[config.mk]
export PLATFORM = sky130hd
export DESIGN_NAME = pipe_ctrl_unit
export DESIGN_NICKNAME = d
export VERILOG_FILES = /design/src/rtl/pipe_ctrl_unit.sv
export SDC_FILE = /design/constraint.sdc
export NUM_CORES = 1
export LEC_CHECK = 0
export ABC_AREA = 1
export ABC_CLOCK_PERIOD_IN_PS = 2150
export CAP_MARGIN = 5
export CELL_PAD_IN_SITES_DETAIL_PLACEMENT = 2
export CELL_PAD_IN_SITES_GLOBAL_PLACEMENT = 2
export CORE_MARGIN = 4
export CORE_UTILIZATION = 27
export DETAILED_ROUTE_END_ITERATION = 7
export PLACE_DENSITY_LB_ADDON = 0.1
export SLEW_MARGIN = 20
export SYNTH_ARGS = -nofsm -noshare
export SYNTH_HDL_FRONTEND = slang
export SYNTH_SLANG_ARGS = --single-unit
[constraint.sdc]
create_clock -name clk -period 2.15 [get_ports clk]
set_input_delay 0.3225 -clock clk [delete_from_list [all_inputs] [get_ports clk]]
set_output_delay 0.3225 -clock clk [all_outputs]
set_load 0.01 [all_outputs]
[src/rtl/pipe_ctrl_unit.sv]
// ============================================================================
// Module   : pipe_ctrl_unit
// Brief    : Pipelined main decoder with ID/EX, EX/MEM, MEM/WB control stages,
//            load-use stall, branch flush and saturating stall counter.
//            Optional JAL/JALR decode enabled by macro CU_JUMP_EN.
// Revision : 1.0  initial release
// ============================================================================
`default_nettype none

module pipe_ctrl_unit #(
   parameter int REG_AW  = 5,
   parameter int ALUOP_W = 2,
   parameter int CNT_W   = 16
) (
   input  logic               clk,
   input  logic               reset,
   input  logic [6:0]         opcode_id,
   input  logic [REG_AW-1:0]  rs1_id,
   input  logic [REG_AW-1:0]  rs2_id,
   input  logic [REG_AW-1:0]  rd_id,
   input  logic               branch_taken_ex,
   output logic               stall_o,
   output logic               flush_o,
   output logic               illegal_id,
   output logic [ALUOP_W-1:0] ex_alu_op,
   output logic               ex_alu_src,
   output logic               ex_branch,
   output logic               ex_jump,
   output logic               ex_mem_read,
   output logic [REG_AW-1:0]  ex_rd,
   output logic               mem_read,
   output logic               mem_write,
   output logic               mem_reg_write,
   output logic [REG_AW-1:0]  mem_rd,
   output logic               wb_reg_write,
   output logic               wb_mem_to_reg,
   output logic [REG_AW-1:0]  wb_rd,
   output logic [CNT_W-1:0]   stall_cnt
);

   localparam logic [6:0] c_op_r      = 7'b0110011;
   localparam logic [6:0] c_op_load   = 7'b0000011;
   localparam logic [6:0] c_op_store  = 7'b0100011;
   localparam logic [6:0] c_op_branch = 7'b1100011;
   localparam logic [6:0] c_op_ialu   = 7'b0010011;
`ifdef CU_JUMP_EN
   localparam logic [6:0] c_op_jal    = 7'b1101111;
   localparam logic [6:0] c_op_jalr   = 7'b1100111;
`endif

   logic [ALUOP_W-1:0] w_alu_op;
   logic               w_alu_src, w_branch, w_mem_read, w_mem_write;
   logic               w_reg_write, w_mem_to_reg, w_rs1_used, w_rs2_used;
   logic               w_hazard, w_bubble;
`ifdef CU_JUMP_EN
   logic               w_jump;
   logic               r_ex_jump;
`endif

   logic [ALUOP_W-1:0] r_ex_alu_op;
   logic               r_ex_alu_src, r_ex_branch, r_ex_mem_read, r_ex_mem_write;
   logic               r_ex_reg_write, r_ex_mem_to_reg;
   logic [REG_AW-1:0]  r_ex_rd;
   logic               r_mem_read, r_mem_write, r_mem_reg_write, r_mem_mem_to_reg;
   logic [REG_AW-1:0]  r_mem_rd;
   logic               r_wb_reg_write, r_wb_mem_to_reg;
   logic [REG_AW-1:0]  r_wb_rd;
   logic [CNT_W-1:0]   r_stall_cnt;

   always_comb begin
      w_alu_op     = '0;
      w_alu_src    = 1'b0;
      w_branch     = 1'b0;
      w_mem_read   = 1'b0;
      w_mem_write  = 1'b0;
      w_reg_write  = 1'b0;
      w_mem_to_reg = 1'b0;
      w_rs1_used   = 1'b0;
      w_rs2_used   = 1'b0;
      illegal_id   = 1'b0;
`ifdef CU_JUMP_EN
      w_jump       = 1'b0;
`endif
      case (opcode_id)
         c_op_r: begin
            w_alu_op = ALUOP_W'(2'b10);
            w_reg_write = 1'b1;
            w_rs1_used = 1'b1;
            w_rs2_used = 1'b1;
         end
         c_op_load: begin
            w_alu_src = 1'b1;
            w_mem_read = 1'b1;
            w_reg_write = 1'b1;
            w_mem_to_reg = 1'b1;
            w_rs1_used = 1'b1;
         end
         c_op_store: begin
            w_alu_src = 1'b1;
            w_mem_write = 1'b1;
            w_rs1_used = 1'b1;
            w_rs2_used = 1'b1;
         end
         c_op_branch: begin
            w_alu_op = ALUOP_W'(2'b01);
            w_branch = 1'b1;
            w_rs1_used = 1'b1;
            w_rs2_used = 1'b1;
         end
         c_op_ialu: begin
            w_alu_op = ALUOP_W'(2'b11);
            w_alu_src = 1'b1;
            w_reg_write = 1'b1;
            w_rs1_used = 1'b1;
         end
`ifdef CU_JUMP_EN
         c_op_jal: begin
            w_jump = 1'b1;
            w_reg_write = 1'b1;
         end
         c_op_jalr: begin
            w_alu_src = 1'b1;
            w_jump = 1'b1;
            w_reg_write = 1'b1;
            w_rs1_used = 1'b1;
         end
`endif
         default: illegal_id = 1'b1;
      endcase
   end

   // Only a live load in ID/EX can stall; a bubble has mem_read=0 and rd=0.
   assign w_hazard = r_ex_mem_read && (r_ex_rd != '0) &&
                     (((r_ex_rd == rs1_id) && w_rs1_used) ||
                      ((r_ex_rd == rs2_id) && w_rs2_used));
   assign flush_o  = branch_taken_ex;
   assign stall_o  = w_hazard && !branch_taken_ex;
   assign w_bubble = w_hazard || branch_taken_ex || illegal_id;

   always_ff @(posedge clk) begin
      if (reset) begin
         r_ex_alu_op      <= '0;
         r_ex_alu_src     <= 1'b0;
         r_ex_branch      <= 1'b0;
         r_ex_mem_read    <= 1'b0;
         r_ex_mem_write   <= 1'b0;
         r_ex_reg_write   <= 1'b0;
         r_ex_mem_to_reg  <= 1'b0;
         r_ex_rd          <= '0;
         r_mem_read       <= 1'b0;
         r_mem_write      <= 1'b0;
         r_mem_reg_write  <= 1'b0;
         r_mem_mem_to_reg <= 1'b0;
         r_mem_rd         <= '0;
         r_wb_reg_write   <= 1'b0;
         r_wb_mem_to_reg  <= 1'b0;
         r_wb_rd          <= '0;
         r_stall_cnt      <= '0;
      end else begin
         r_ex_alu_op      <= w_bubble ? '0 : w_alu_op;
         r_ex_alu_src     <= !w_bubble && w_alu_src;
         r_ex_branch      <= !w_bubble && w_branch;
         r_ex_mem_read    <= !w_bubble && w_mem_read;
         r_ex_mem_write   <= !w_bubble && w_mem_write;
         r_ex_reg_write   <= !w_bubble && w_reg_write;
         r_ex_mem_to_reg  <= !w_bubble && w_mem_to_reg;
         r_ex_rd          <= w_bubble ? '0 : rd_id;
         r_mem_read       <= r_ex_mem_read;
         r_mem_write      <= r_ex_mem_write;
         r_mem_reg_write  <= r_ex_reg_write;
         r_mem_mem_to_reg <= r_ex_mem_to_reg;
         r_mem_rd         <= r_ex_rd;
         r_wb_reg_write   <= r_mem_reg_write;
         r_wb_mem_to_reg  <= r_mem_mem_to_reg;
         r_wb_rd          <= r_mem_rd;
         if (stall_o && (r_stall_cnt != '1))
            r_stall_cnt <= r_stall_cnt + CNT_W'(1);
      end
   end

`ifdef CU_JUMP_EN
   always_ff @(posedge clk) begin
      if (reset)
         r_ex_jump <= 1'b0;
      else
         r_ex_jump <= !w_bubble && w_jump;
   end
   assign ex_jump = r_ex_jump;
`else
   assign ex_jump = 1'b0;
`endif

   assign ex_alu_op     = r_ex_alu_op;
   assign ex_alu_src    = r_ex_alu_src;
   assign ex_branch     = r_ex_branch;
   assign ex_mem_read   = r_ex_mem_read;
   assign ex_rd         = r_ex_rd;
   assign mem_read      = r_mem_read;
   assign mem_write     = r_mem_write;
   assign mem_reg_write = r_mem_reg_write;
   assign mem_rd        = r_mem_rd;
   assign wb_reg_write  = r_wb_reg_write;
   assign wb_mem_to_reg = r_wb_mem_to_reg;
   assign wb_rd         = r_wb_rd;
   assign stall_cnt     = r_stall_cnt;

endmodule

`default_nettype wire

* After elaboration in Yosys (flattened, before gate mapping) *
Cells that the tools add are included.

cells by class
  add/subtract/negate cells = 1
  equality and inequality tests = 8
  multiplexer cells = 9
  reduce and logical (&&, ||, !) cells = 22

operators by type and width
  operator                 number
  $add A16 B1 Y16 const B  1
  $ne A16 B16 Y1 const B   1
  $eq A7 B6 Y1 const B     2
  $logic_and A1 B1 Y1      11
  $eq A5 B5 Y1             2
  $reduce_or A3 Y1         3
  $mux W1                  8
  $eq A7 B2 Y1 const B     1
  $eq A7 B5 Y1 const B     1
  $eq A7 B7 Y1 const B     1
  $pmux W2 S3              1
  $reduce_bool A5 Y1       1
  $reduce_or A5 Y1         1
  $logic_or A1 B1 Y1       3
  $logic_not A1 Y1         2
  $reduce_or A2 Y1         1

storage, ports and cells
  bits of input ports = 25
  logic and storage cells = 55
  register bits = 43

* Depth between registers and ports, before layout *
  word-level depth = 10
  depth in mapped cells = 12
  mapped depth without buffers = 12

* Worst setup path before layout *
OpenSTA, ideal clock, no wires.

  path type = reg-to-reg
  from = register r_stall_cnt[1], in the netlist stall_cnt[1]
  to = register r_stall_cnt[13], in the netlist stall_cnt[13]
  arrival = 1455 ps
  buffers on the path = 0
  slack = 631 ps
  cell stages (with the launch flop) = 12
  library setup time = 64 ps
  period minus slack after synthesis = 1519 ps
  cells stage by stage = dfxtp_1 > ha_1 > nand2_1 > nor2_4 > nand4_4 > nand2_2 > inv_2 > nand3b_2 > nor2_1 > nand2_1 > nand2_1 > nor2_1

on the way
  cells in the longest elaborated chain, start to end = 2

ends and longest elaborated chain
  element                                                                  RTL line  RTL
  from (decl)                                                              68        logic [CNT_W-1:0] r_stall_cnt;
  from (signal assigned)                                                   177       r_stall_cnt <= r_stall_cnt + CNT_W'(1);
  parallel branches: the longest is 2 deep, another holds $add A16 B1 Y16  n/a

Several ways; the timed one is not identified.
A chain may end at the register's enable or synchronous reset.

* Worst setup path in the final report *
  from = input port opcode_id[1]
  to = output port illegal_id

on the way
  cells in the longest elaborated chain, start to end = 3

ends and longest elaborated chain
  element                                     RTL line  RTL
  from (decl)                                 17        input logic [6:0] opcode_id,
  $eq A7 B7 Y1, or another cell as far along  84        case (opcode_id)
  $reduce_or A5 Y1 (no line) (*)              n/a
  $mux W1 (*)                                 84
  to (decl)                                   24        output logic illegal_id,

Mark *: on every way between the ends. The rest lies on a longest branch, timed or not.

==> results.toml <==
[pwr]
p_per_area_nw_per_um2 = 461.7
finalPower_mw = 1.467
peakVddDrop_uv = 220.7
leakage_nw = 1.389

[clocking]
cts_tree = "done"
htreeDepth = 2
root_buffer = "clkbuf_8"
insertion_delay_ns = 0.31
cts_inserted_buffers = 5
clock_path_buffers = 2
cts.sinks = 43
cts.reportedPaths.clkPinSlew_ns = 0.09

[setup_path]
critPathLaunchType = "input port"
r2r-end = "r_ex_mem_to_reg"
critPathCaptureType = "output port"
r2r-start = "ex_rd[4]"
crit_path_start = "opcode_id[1]"
path_max_fanout = 4
cp.arrival_ns = 1.68
setup.worst_path.end = "illegal_id"
ff2ff_path_depth = 11
critical_path_required_ns = 1.83
r2r_setup_slack_ns = 0.36
timing_worst_setup_path_type = "in2out"

[cells_and_area]
nets = 418
utilization_pct = 40.48
final_common_cell = "clkdlybuf4s50_1"
antenna_cells = 0
drive_gt1_share_pct = 16.03
syn2layout_area_growth_pct = 43.53
fin_area_um2 = 3177
mostFrequentLayoutCells = "clkdlybuf4s50_1 (66), inv_1 (64), nand2_1 (58)"
fillers = 955
largest_reg_flops = 16
finalNonFillerCells = 495

[synthesis]
async_reset_ff_share_pct = 0
synth_cells = 309
ys_seq_elements = 43
synth_edf_count = 0
yosys_most_used_dff = "dfxtp_1"
netlist_area_um2 = 2213
syn-num-nets = 335
yosysWarningCount = 0
yosysSeqAreaShare_pct = 38.89
avgSynthCellArea_um2 = 7.163
synthDistinctLibCells = 33

[sta]
drv_slew = 0
layout_min_cycle_time_ns = 2.003
final-hold-violation-count = 0
rsz0062_at_grt = "no"
layout_setup_ws_ns = 0.1469
timing.fmax_mhz = 499.2
whs_ns = 0.4147
finalSetupTns_ns = 0
fin_crit_sh_pct = 93.17
setup_violations = 0
skew_ns = 0.004874

[place]
pre_cts_ws_ns = -0.3107
io_buffers = 68
gp_congestion = 0.7116
dp_hpwl_um = 5310
dp.cells = 486
dpl_cell_area_um2 = 3082

[floorplan]
start_util_pct = 28.20
die_h_um = 98.54
die_w_um = 98.54
dieArea_um2 = 9710
pin_count = 70
rows = 32
core_um2 = 7848

[min_path]
hp-class = "reg2reg"

[detailed_routing]
post_drt_via_cell_ratio = 4.380
drt_wl_total_um = 6565
vias = 2168
drt_iter0_drc = 32
final_antenna_net_count = 0
drcViolationCount = 0
drt_pass1_iterations = 3
drt-wirelength-per-cell_um = 13.26

[global_route]
overflow = 0
grt_pass1_vias = 2339
grt_use_total_pct = 14.42
grt_pass1_wl_um = 11370
antenna_found_initial = 0
grt_max_degree = 17

[flow_run]
cap_violations = 0

[run_status]
status = "completed"
## cell type report
cell class	count	area, µm²	share of cell area [%]
flip-flops and latches	43	860.8	27.10
well taps	102	127.6	4.017
multi-input cells	187	1044	32.85
clock buffers	5	68.82	2.166
clock inverters	3	20.02	0.6302
repair buffers	82	779.5	24.54
inverters	73	276.5	8.704
## worst max-delay path, stage by stage
cell and delay [ns]:
clkdlybuf4s50_1 0.46, nand2_1 0.06, inv_2 0.10, nand4_1 0.17, nand2_4 0.14, buf_4 0.12, inv_1 0.03, dlygate4sd2_1 0.28
## what timing repair did
action                                 4_1_cts  5_1_grt
setup endpoints to repair                    2        1
pin swaps                                    2        1
buffers inserted                             0        1
gates resized for setup                      4        2
hold buffers                                 0        0
endpoints found under the hold margin        0        0
cloned                                       0        0
## layer usage
layer / vias to the layer above / GRT usage, % / part of all wire [%]
met5: - / 0 / 0
met4: 0 / 4.097 / 1.1
met2: 37 / 26.26 / 52
met3: 5 / 3.468 / 4.5
met1: 1040 / 16.71 / 42
li1: 1086 / - / -
## synthesized netlist by cell type, drive strengths merged (2+ instances only)
master   n  area (µm²)
inv     72       272.8
nor2    67       299.0
nand2   64       284.0
dfxtp   43       860.8
nand4   18       163.9
nand3    9       75.07
o21ai    9       48.79
o21bai   5       56.30
buf      4       30.03
a21oi    3       18.77
nor3     3       15.01
xor2     3       26.28
clkbuf   2       7.510
xnor2    2       17.52
## where the power goes
part / internal, mW / leakage [nW] / total (mW) / switching (mW)
clock network: 0.227 / 0.0402 / 0.543 / 0.317
registers: 0.796 / 0.346 / 0.797 / 0.000754
logic: 0.0663 / 1.00 / 0.126 / 0.0598
total: 1.09 / 1.39 / 1.47 / 0.377
## worst min path at each step
| stage | start | endpoint | cells after the start |
|---|---|---|---|
| after floorplan | r_ex_reg_write | mem_reg_write | 2 |
| after global placement | r_ex_reg_write | mem_reg_write | 2 |
| after detailed placement | r_ex_mem_write | mem_write | 2 |
| after CTS | r_ex_mem_write | mem_write | 2 |
| after global routing | r_ex_mem_write | mem_write | 2 |
| final | r_ex_mem_write | mem_write | 2 |
## logic make-up after synthesis
group	Yosys count	synth area share, %
and+or+nand+nor	162	38.33
AOI/OAI and AO/OA	18	5.879
DFF	43	38.89
xor gates and xnor gates	5	1.979
buffers and inverters	79	14.19
adders and majority gates	1	0.5652
other	1	0.1694
No activity file was read; power rests on OpenSTA's default activity.
